## src/rtl/reload_sequencer.sv

```systemverilog
// reload_sequencer: queues host reload values and feeds one counter load per terminal count event
module reload_sequencer #(
    parameter int WIDTH = 4,
    parameter int DEPTH = 4,
    parameter logic [WIDTH-1:0] TERM_VAL = '0
) (
    input  logic                       clk,
    input  logic                       reset,
    input  logic                       wr_valid_i,
    input  logic [WIDTH-1:0]           wr_data_i,
    output logic                       wr_ready_o,
    input  logic [WIDTH-1:0]           count_i,
    output logic                       load_o,
    output logic [WIDTH-1:0]           load_val_o,
    output logic [$clog2(DEPTH+1)-1:0] level_o,
    output logic                       empty_o,
    output logic                       full_o,
    output logic                       underrun_o
);
    localparam int AW = $clog2(DEPTH);
    localparam int LW = $clog2(DEPTH+1);

    typedef enum logic [1:0] {IDLE, LOAD, ARMED} state_t;

    state_t           state, state_n;
    logic [WIDTH-1:0] mem [DEPTH];
    logic [AW-1:0]    wr_ptr, rd_ptr;
    logic [WIDTH-1:0] count_q;
    logic             push, pop, term_hit, underrun_n;

    assign empty_o    = level_o == '0;
    assign full_o     = level_o == LW'(DEPTH);
    assign wr_ready_o = !full_o;
    assign push       = wr_valid_i && !full_o;
    assign term_hit   = (count_i == TERM_VAL) && (count_q != TERM_VAL);

    // next state: pop the head whenever we enter LOAD, flag underrun on a terminal event with nothing queued
    always_comb begin
        state_n    = state;
        pop        = 1'b0;
        underrun_n = 1'b0;
        case (state)
            IDLE: begin
                pop     = !empty_o;
                state_n = empty_o ? IDLE : LOAD;
            end
            LOAD: state_n = ARMED;
            ARMED: begin
                pop        = term_hit && !empty_o;
                underrun_n = term_hit && empty_o;
                state_n    = !term_hit ? ARMED : empty_o ? IDLE : LOAD;
            end
            default: state_n = IDLE;
        endcase
    end

    // FIFO storage needs no reset; validity is tracked by the pointers and level
    always_ff @(posedge clk) begin
        if (push) mem[wr_ptr] <= wr_data_i;
    end

    // FSM, FIFO pointers and registered outputs
    always_ff @(posedge clk or posedge reset) begin
        if (reset) begin
            state      <= IDLE;
            count_q    <= TERM_VAL;
            wr_ptr     <= '0;
            rd_ptr     <= '0;
            level_o    <= '0;
            load_o     <= 1'b0;
            load_val_o <= '0;
            underrun_o <= 1'b0;
        end else begin
            state      <= state_n;
            count_q    <= count_i;
            wr_ptr     <= push ? wr_ptr + AW'(1) : wr_ptr;
            rd_ptr     <= pop ? rd_ptr + AW'(1) : rd_ptr;
            level_o    <= level_o + LW'(push) - LW'(pop);
            load_o     <= pop;
            load_val_o <= pop ? mem[rd_ptr] : load_val_o;
            underrun_o <= underrun_n;
        end
    end
endmodule

```

## config.mk

```make
export PLATFORM = sky130hd
export DESIGN_NAME = reload_sequencer
export DESIGN_NICKNAME = d
export VERILOG_FILES = /design/src/rtl/reload_sequencer.sv
export SDC_FILE = /design/constraint.sdc
export NUM_CORES = 1
export LEC_CHECK = 0
export ABC_CLOCK_PERIOD_IN_PS = 3000
export CORE_MARGIN = 5
export CORE_UTILIZATION = 50
export DETAILED_ROUTE_END_ITERATION = 16
export PLACE_DENSITY = 0.75
export SLEW_MARGIN = 20
export SYNTH_ARGS = -nofsm -noshare
export SYNTH_HDL_FRONTEND = slang
export SYNTH_SLANG_ARGS = --single-unit
```

## constraint.sdc

```tcl
create_clock -name clk -period 3 [get_ports clk]
set_input_delay 0.3 -clock clk [delete_from_list [all_inputs] [get_ports clk]]
set_output_delay 0.3 -clock clk [all_outputs]
set_load 0.005 [all_outputs]
```

### Word level (Yosys, flattened, before mapping)

Memory sizes are Yosys's and may differ from the RTL's. A register that Yosys moved wholly into a read port is not among the register bits.
Index checks and enable logic that the tools add are counted.

* memories: 1
* RAM bits: 16
* word-level logic and storage cells: 32
* register bits after elaboration: 15
* input port bits: 11

* equality and inequality tests: 3
* $add $sub $neg: 4
* mux-type cells: 7
* reduce and logical (&&, ||, !) cells: 10

Memory list
* mem: depth 4, bits a word 4, rd ports 1, clocked after Yosys merged registers in 1, write ports 1, line 26 `logic [WIDTH-1:0] mem [DEPTH];`

Operators by type and width (count)
* $pmux 2 s3: 1
* $add 2x1->2 const B: 2
* $logic_and 1x1->1: 4
* $logic_not 4->1: 1
* $mux 1: 4
* $reduce_bool 4->1: 1
* $add 3x1->3: 1
* $eq 3x3->1 const B: 1
* $logic_not 3->1: 1
* $sub 3x1->3: 1
* $eq 2x1->1 const B: 1
* $eq 2x2->1 const B: 1
* $logic_not 1->1: 2
* $logic_not 2->1: 1
* $mux 2: 1
* $pmux 1 s2: 1

### Longest topological paths before layout

Gate-level depths: netlist of the first run.

* word-level depth: 5
* depth in mapped cells: 11
* depth with buffers taken out: 11

### Worst setup path before layout of the first run

No wires, ideal clock.

* kind: input to register
* start: in count_i[1]
* end: reg level_o[2]
* arrival: 2.266 ns
* library setup time: 0.127 ns
* slack: 0.606 ns
* stages on the path: 11
* required time: 2.873 ns
* buffers on the path: 0
* cells stage by stage: or4_4 -> o21ai_4 -> nand2_4 -> inv_1 -> ha_1 -> inv_1 -> ha_1 -> inv_1 -> fa_1 -> xnor2_1 -> xnor2_1

* cells in the longest elaborated chain, start to end: 5

Ends and longest elaborated chain
* start: declaration: line 12 `input logic [WIDTH-1:0] count_i,`
* $logic_not 4->1: line 35 `assign term_hit = (count_i == TERM_VAL) && (count_q != TERM_VAL);`
* $logic_and 1x1->1: line 35
* $logic_and 1x1->1: line 49 `pop = term_hit && !empty_o;`
* $pmux 1 s2: line 42 `case (state)`
* named net pop: line 29 `logic push, pop, term_hit, underrun_n;`
* $sub 3x1->3: line 78 `level_o <= level_o + LW'(push) - LW'(pop);`
* end signal: assignment: line 78
* end: declaration: line 15 `output logic [$clog2(DEPTH+1)-1:0] level_o,`

The timed path passes the listed nets, and every way through them passes these cells.
A chain may end at the register's enable or synchronous reset.

### Worst setup path in the final report of the first run

Same ends and word-level chain as after synthesis.

==> results of run 1 <==
[area by class of cell]
cell class,count,area (sq um)
clock buffer,6,41.29
clock inverter,2,7.507
fill,188,1005
inverter,10,37.54
multi-input combinational,38,420.4
sequential,35,955.9
tap,31,38.79
timing repair buffer,23,227.7
[worst register-to-register path, delay by kind of cell (launching register included)]
family                     cells  cell delay, ns
AOI/OAI and AO/OA              1            0.13
xor gates and xnor gates       2            0.26
adders and majority gates      3            0.77
buffers and inverters          3            0.16
DFF                            1            0.38
and+or+nand+nor                2            0.68
[per-stage QoR]
stage / power, uW / hold WS (ns) / std cells
3_3_place_gp: 1433 / 0.4941 / 137
2_1_floorplan: 1196 / 0.2511 / 84
5_1_grt: 1798 / 0.4243 / 145
6_report: 1659 / 0.3776 / 145
3_5_place_dp: 1458 / 0.4964 / 137
4_1_cts: 1685 / 0.4039 / 145
[final timing paths]
kind	start	end	slack [ns]	depth (start not counted)
setup reg to reg	count_q[1]$_DFF_PP0_	level_o[2]$_DFF_PP0_	0.51	11
hold / removal	reset	count_q[1]$_DFF_PP0_	0.38	2
hold reg to reg	state[0]$_DFF_PP0_	state[1]$_DFF_PP0_	0.50	1
setup / recovery	count_i[1]	level_o[2]$_DFF_PP0_	0.46	12
min in group clk	count_i[2]	count_q[2]$_DFF_PP0_	0.43	1
max in group asynchronous	reset	wr_ptr[1]$_DFFE_PP0P_	2.17	2
[flip-flops by register name, summed over array words and instances (netlist names)]
signal and flops:
load_o 1, mem 16, level_o 3, load_val_o 4, wr_ptr 2, rd_ptr 2, count_q 4, state 2
underrun_o 1
[layer usage]
layer / share of wire [%] / vias up
met5: 0 / -
met4: 2.4 / 0
met1: 42 / 364
met2: 51 / 16
li1: - / 351
met3: 4.8 / 6
[cell usage in the layout, fill, tap and decap left out]
cell,netlist,final
clkdlybuf4s50_1,0,22
dfrtp_1,19,19
edfxtp_1,16,16
inv_1,10,10
ha_1,6,6
xnor2_1,5,5
clkbuf_4,0,5
mux4_2,4,4
mux2_4,4,4
and3_1,4,4
nor2_1,2,2
nor3_1,2,2
clkinv_1,0,2
nand2_1,1,1
and2_1,1,1
mux2_2,1,1
or4_4,1,1
nor4_1,1,1
o21ai_4,1,1
nand2_4,1,1
mux2i_1,1,1
nand3b_1,1,1
nand3_1,1,1
fa_1,1,1
clkbuf_1,0,1
buf_4,0,1
[kinds of logic after synthesis]
kind of cell / after synthesis / share of synthesized area [%]
flops: 35 / 67.43
buf+inv: 11 / 2.913
fa+ha+maj: 7 / 6.708
simple gates: 15 / 6.620
mux: 10 / 12.09
xor+xnor: 5 / 3.089
compound gates: 1 / 1.148
[power groups by stage]
stage               logic (uW)  registers (uW)  clock network [uW]
floorplan                  444             752                   0
global placement           651             782                   0
detailed placement         669             789                   0
CTS                        671             780                 233
global route               731             804                 262
finish                     656             777                 226
==> flow_summary.json, run 1 <==
{
  "place_area_sq_um": 1680,
  "critPathRequiredTime_ns": 3.22,
  "vias": 737,
  "fmax_ghz": 0.3941,
  "synth_common_cells": "dfrtp_1, edfxtp_1, inv_1",
  "rsz0062_at_grt": "no",
  "cts_buffers": 5,
  "io_pins": 23,
  "min_path_type": "in2async",
  "die_width_um": 63.25,
  "cts_tree": "built",
  "syn_area_sq_um": 1418,
  "synth_edf_count": 16,
  "synth.top_cells.by_area": "edfxtp_1, dfrtp_1, mux4_2, ha_1, mux2_4",
  "syn_area_per_cell_sq_um": 16.88,
  "overflow": 0,
  "diodes": 0,
  "path_clk_slew_ns": 0.10,
  "arrival_ns": 2.75,
  "slowest_stage": "or4_4",
  "cts_setup_buffers": 0,
  "cpPeakStageDelay_ns": 0.57,
  "seq_power_share_pct": 46.8,
  "tns_ns": 0,
  "cts_resized": 0,
  "synth_cell_types": 22,
  "drive_gt1_share_pct": 15.79,
  "cts_hold_buffers": 0,
  "syn-num-nets": 102,
  "start_util_pct": 51.85,
  "synthArstFlopShare_pct": 54.29,
  "cpMostUsedCell": "inv_1",
  "cts.path.max_buffers": 2,
  "dieArea_sq_um": 4000,
  "slew_violations": 0,
  "p_leak_uw": 0.0007275,
  "met1_usage_pct": 16.14,
  "power.density_nw_per_um2": 959.4,
  "grt.busiest_layer": "met2",
  "ys_warn_count": 0,
  "gp_congestion": 0.7177,
  "period_share_pct": 84.59,
  "fin_skew_ns": 0.008907,
  "status": "finished, final reports clean",
  "max-slew-margin-rel_pct": 52.75,
  "yosysSeqAreaShare_pct": 67.43,
  "setup_viol": 0,
  "grt_max_degree": 20,
  "grt_pass1_vias": 760,
  "layout.nets": 131,
  "p_clk_share_pct": 13.6,
  "swShare_pct": 30.42,
  "period_needed_ns": 2.538,
  "root_buffer": "clkbuf_4",
  "synth-seq-cells": 35,
  "syn_to_final_growth_pct": 21.98,
  "internal_power_uw": 1154,
  "startpoint_type": "input port",
  "critPathCaptureType": "flop",
  "cp_num_buf_inv": 4,
  "wire_per_inst_um": 14.54,
  "p_comb_share_pct": 39.6,
  "cts_htree_levels": 2,
  "synth_top_area_share_pct": 33.89,
  "finalWirelength_um": 2109,
  "grt_use_total_pct": 12.65,
  "peakVddDrop_mv": 0.6322,
  "insertion_delay_ns": 0.33,
  "core_sq_um": 2734,
  "io_buffer_count": 22,
  "worst-slew-pin-transition_ns": 0.7080,
  "clock-sinks": 35,
  "cap_violations": 0,
  "antenna_found_initial": 0,
  "critPathKind": "in2reg",
  "path_cells": "clkdlybuf4s50_1 -> or4_4 -> o21ai_4 -> nand2_4 -> inv_1 -> ha_1 -> inv_1 -> ha_1 -> inv_1 -> fa_1 -> xnor2_1 -> xnor2_1",
  "vias_per_cell": 5.083,
  "postRouteAntennaNets": 0,
  "drt_pre_antenna_iters": 4,
  "synthCells": 84,
  "grt_use_met2_pct": 18.97,
  "rows": 19,
  "p_sw_uw": 504.6,
  "yosysMostFrequentCell": "dfrtp_1",
  "fp.dieH_um": 63.25,
  "path_max_fanout": 3,
  "ys.flop_type": "dfrtp_1",
  "setup_ws_ns": 0.4624,
  "route.detailed.drc": 0,
  "critPathTopFamily": "adder cells",
  "dpl.hpwl_um": 1610,
  "grt_pass1_wl_um": 3815,
  "final_area_sq_um": 1729,
  "synth_area_leader_cell": "edfxtp_1",
  "place_ws_ns": 0.1298,
  "met3_usage_pct": 4.618,
  "hold_violations": 0,
  "fin_util_pct": 63.25,
  "drt_iter0_drc": 12
}
Power figures use the tool's default switching activity.
==> run 2: changes to the inputs <==
--- a/config.mk
+++ b/config.mk
@@ -5,7 +5,7 @@
 export SDC_FILE = /design/constraint.sdc
 export NUM_CORES = 1
 export LEC_CHECK = 0
-export ABC_CLOCK_PERIOD_IN_PS = 3000
+export ABC_CLOCK_PERIOD_IN_PS = 2600
 export CORE_MARGIN = 5
 export CORE_UTILIZATION = 50
 export DETAILED_ROUTE_END_ITERATION = 16
==> constraint.sdc (replaced) <==
create_clock -name clk -period 2.6 [get_ports clk]
set_input_delay 0.26 -clock clk [delete_from_list [all_inputs] [get_ports clk]]
set_output_delay 0.26 -clock clk [all_outputs]
set_load 0.005 [all_outputs]
==> run 2 against run 1 <==
Global-route usage is 0.28 points lower. Clock skew is 0.0025 ns higher. Critical path depth stayed put. Highest routed layer unchanged.
==> flow_summary.json, run 2 (synthesis gave the netlist of run 1 again) <==
{
  "r2r_slack_ns": 0.24,
  "cpPeakStageDelay_ns": 0.57,
  "postRouteAntennaNets": 0,
  "period_share_pct": 93.81,
  "grt_pass1_wl_um": 3815,
  "dpl.hpwl_um": 1616,
  "path_cells": "clkdlybuf4s50_1 -> or4_4 -> o21ai_4 -> nand2_4 -> inv_1 -> ha_1 -> inv_1 -> ha_1 -> inv_1 -> fa_1 -> xnor2_1 -> xnor2_1",
  "largestRegisters": "mem: 16 flops, count_q: 4 flops, load_val_o: 4 flops",
  "largest_register": "mem",
  "status": "finished, final reports clean",
  "layout_commonest_cell": "clkdlybuf4s50_1",
  "min_path_type": "in2async",
  "insertion_delay_ns": 0.33,
  "cts_resized": 0,
  "cts_setup_buffers": 0,
  "cap_violations": 0,
  "wire_per_inst_um": 14.05,
  "vias": 731,
  "vias_per_cell": 4.973,
  "p_leak_uw": 0.0007617,
  "cts_buffers": 5,
  "start_util_pct": 51.85,
  "finalWirelength_um": 2065,
  "critPathCaptureType": "flop",
  "final-instance-count-excl-fill": 147,
  "timing.rr.end": "level_o[2]$_DFF_PP0_",
  "syn_to_final_growth_pct": 27.01,
  "period_needed_ns": 2.439,
  "rows": 19,
  "startpoint_type": "input port",
  "route.detailed.drc": 0,
  "cts_hold_buffers": 0,
  "slew_violations": 0,
  "io_buffer_count": 22,
  "core_sq_um": 2734,
  "root_buffer": "clkbuf_4",
  "cp_num_buf_inv": 4,
  "drive_gt1_share_pct": 19.83,
  "grt_pass1_vias": 836,
  "grt_max_degree": 20,
  "cts_htree_levels": 2,
  "r2r_start": "level_o[1]$_DFF_PP0_",
  "overflow": 0,
  "layout.nets": 133,
  "critPathRequiredTime_ns": 2.86,
  "cpMostUsedCell": "inv_1",
  "grt_use_total_pct": 12.37,
  "peakVddDrop_mv": 0.8305,
  "clock-sinks": 35,
  "critPathKind": "in2reg",
  "io_pins": 23,
  "diodes": 0,
  "critPathTopFamily": "adder cells",
  "arrival_ns": 2.70,
  "fin_skew_ns": 0.01140,
  "rsz0062_at_grt": "no",
  "antenna_found_initial": 0,
  "worst-slew-pin-transition_ns": 0.7133,
  "dieArea_sq_um": 4000,
  "path_max_fanout": 2,
  "drt_pre_antenna_iters": 4,
  "drt_iter0_drc": 9,
  "startpoint": "count_i[1]",
  "die_width_um": 63.25,
  "nFillCells": 200,
  "cts.path.max_buffers": 2,
  "final_cell_mix": "clkdlybuf4s50_1, dfrtp_1, edfxtp_1",
  "slowest_stage": "or4_4",
  "hold_slack_ns": 0.3291,
  "fp.dieH_um": 63.25,
  "largest_reg_flops": 16,
  "reg2reg_depth": 11,
  "worstSetupPathDepth": 12,
  "power.density_nw_per_um2": 1190,
  "max-slew-margin-rel_pct": 52.39,
  "total_power_uw": 2143,
  "gp_congestion": 0.7219,
  "fmax_ghz": 0.4100,
  "place_inst": 139,
  "setup_viol": 0,
  "path_clk_slew_ns": 0.11,
  "cts_tree": "built",
  "worstSetupEndpoint": "level_o[2]$_DFF_PP0_",
  "hold_violations": 0
}
==> run 2: cell types whose count changed in the layout (fill, tap and decap cells not counted) <==
cell,previous run,this run
bufinv_16,0,2
clkinvlp_4,0,1
clkbuf_1,1,0
clkinv_1,2,0
buf_4,1,3
==> run 2: worst min path at each step <==
stage / startpoint / cells past startpoint / to / slack, ns
floorplan: reset / 1 / count_q[0]$_DFF_PP0_ / 0.21
global placement: state[0]$_DFF_PP0_ / 1 / state[1]$_DFF_PP0_ / 0.48
detailed placement: state[0]$_DFF_PP0_ / 1 / state[1]$_DFF_PP0_ / 0.49
CTS: reset / 2 / level_o[1]$_DFF_PP0_ / 0.36
global route: count_i[2] / 1 / count_q[2]$_DFF_PP0_ / 0.37
finish: reset / 2 / level_o[1]$_DFF_PP0_ / 0.33
==> run 2: layout make-up <==
type                       instances  area (sq um)  area share (%)
clock buffer                       5         37.54           2.085
clock inverter                     3         67.56           3.753
inverter                          10         37.54           2.085
multi-input combinational         38         420.4           23.35
sequential                        35         955.9           53.09
tap                               31         38.79           2.154
timing repair buffer              25         242.7           13.48
==> run 2: worst reg2reg max path, delay by kind of cell (launching register included) <==
kind                     cells  cell delay, ns
adder cells (fa/ha/maj)      3            0.76
AND/OR/NAND/NOR              3            0.60
flip-flops                   1            0.47
XOR/XNOR                     2            0.31
buffers and inverters        3            0.15
==> run 2: where the power goes <==
part	leakage [uW]	switching [uW]	total, uW	internal (uW)
logic	0.000338	291	772	480
registers	0.000372	133	892	759
clock network	0.0000514	180	479	299
total	0.000762	604	2140	1540
==> run 2: per-layer routing <==
layer  wire, um  part of all wire (%)  GRT usage, %  vias to the layer above
met5          0                     0             0                        -
met4         19                  0.92         4.675                        0
met3         93                   4.5         4.618                        3
met2       1046                    51         20.00                       15
met1        905                    44         15.02                      355
li1           -                     -             -                      358
==> run 2: metrics by stage <==
stage	setup TNS (ns)	area, sq um	setup slack (ns)	util, %
2_1_floorplan	0	1418	0.2463	-
3_3_place_gp	-0.2400	1695	-0.1876	62.01
3_5_place_dp	-0.2765	1695	-0.2077	62.01
4_1_cts	0	1800	0.1505	65.86
5_1_grt	0	1800	0.003568	65.86
6_report	0	1800	0.1610	65.86
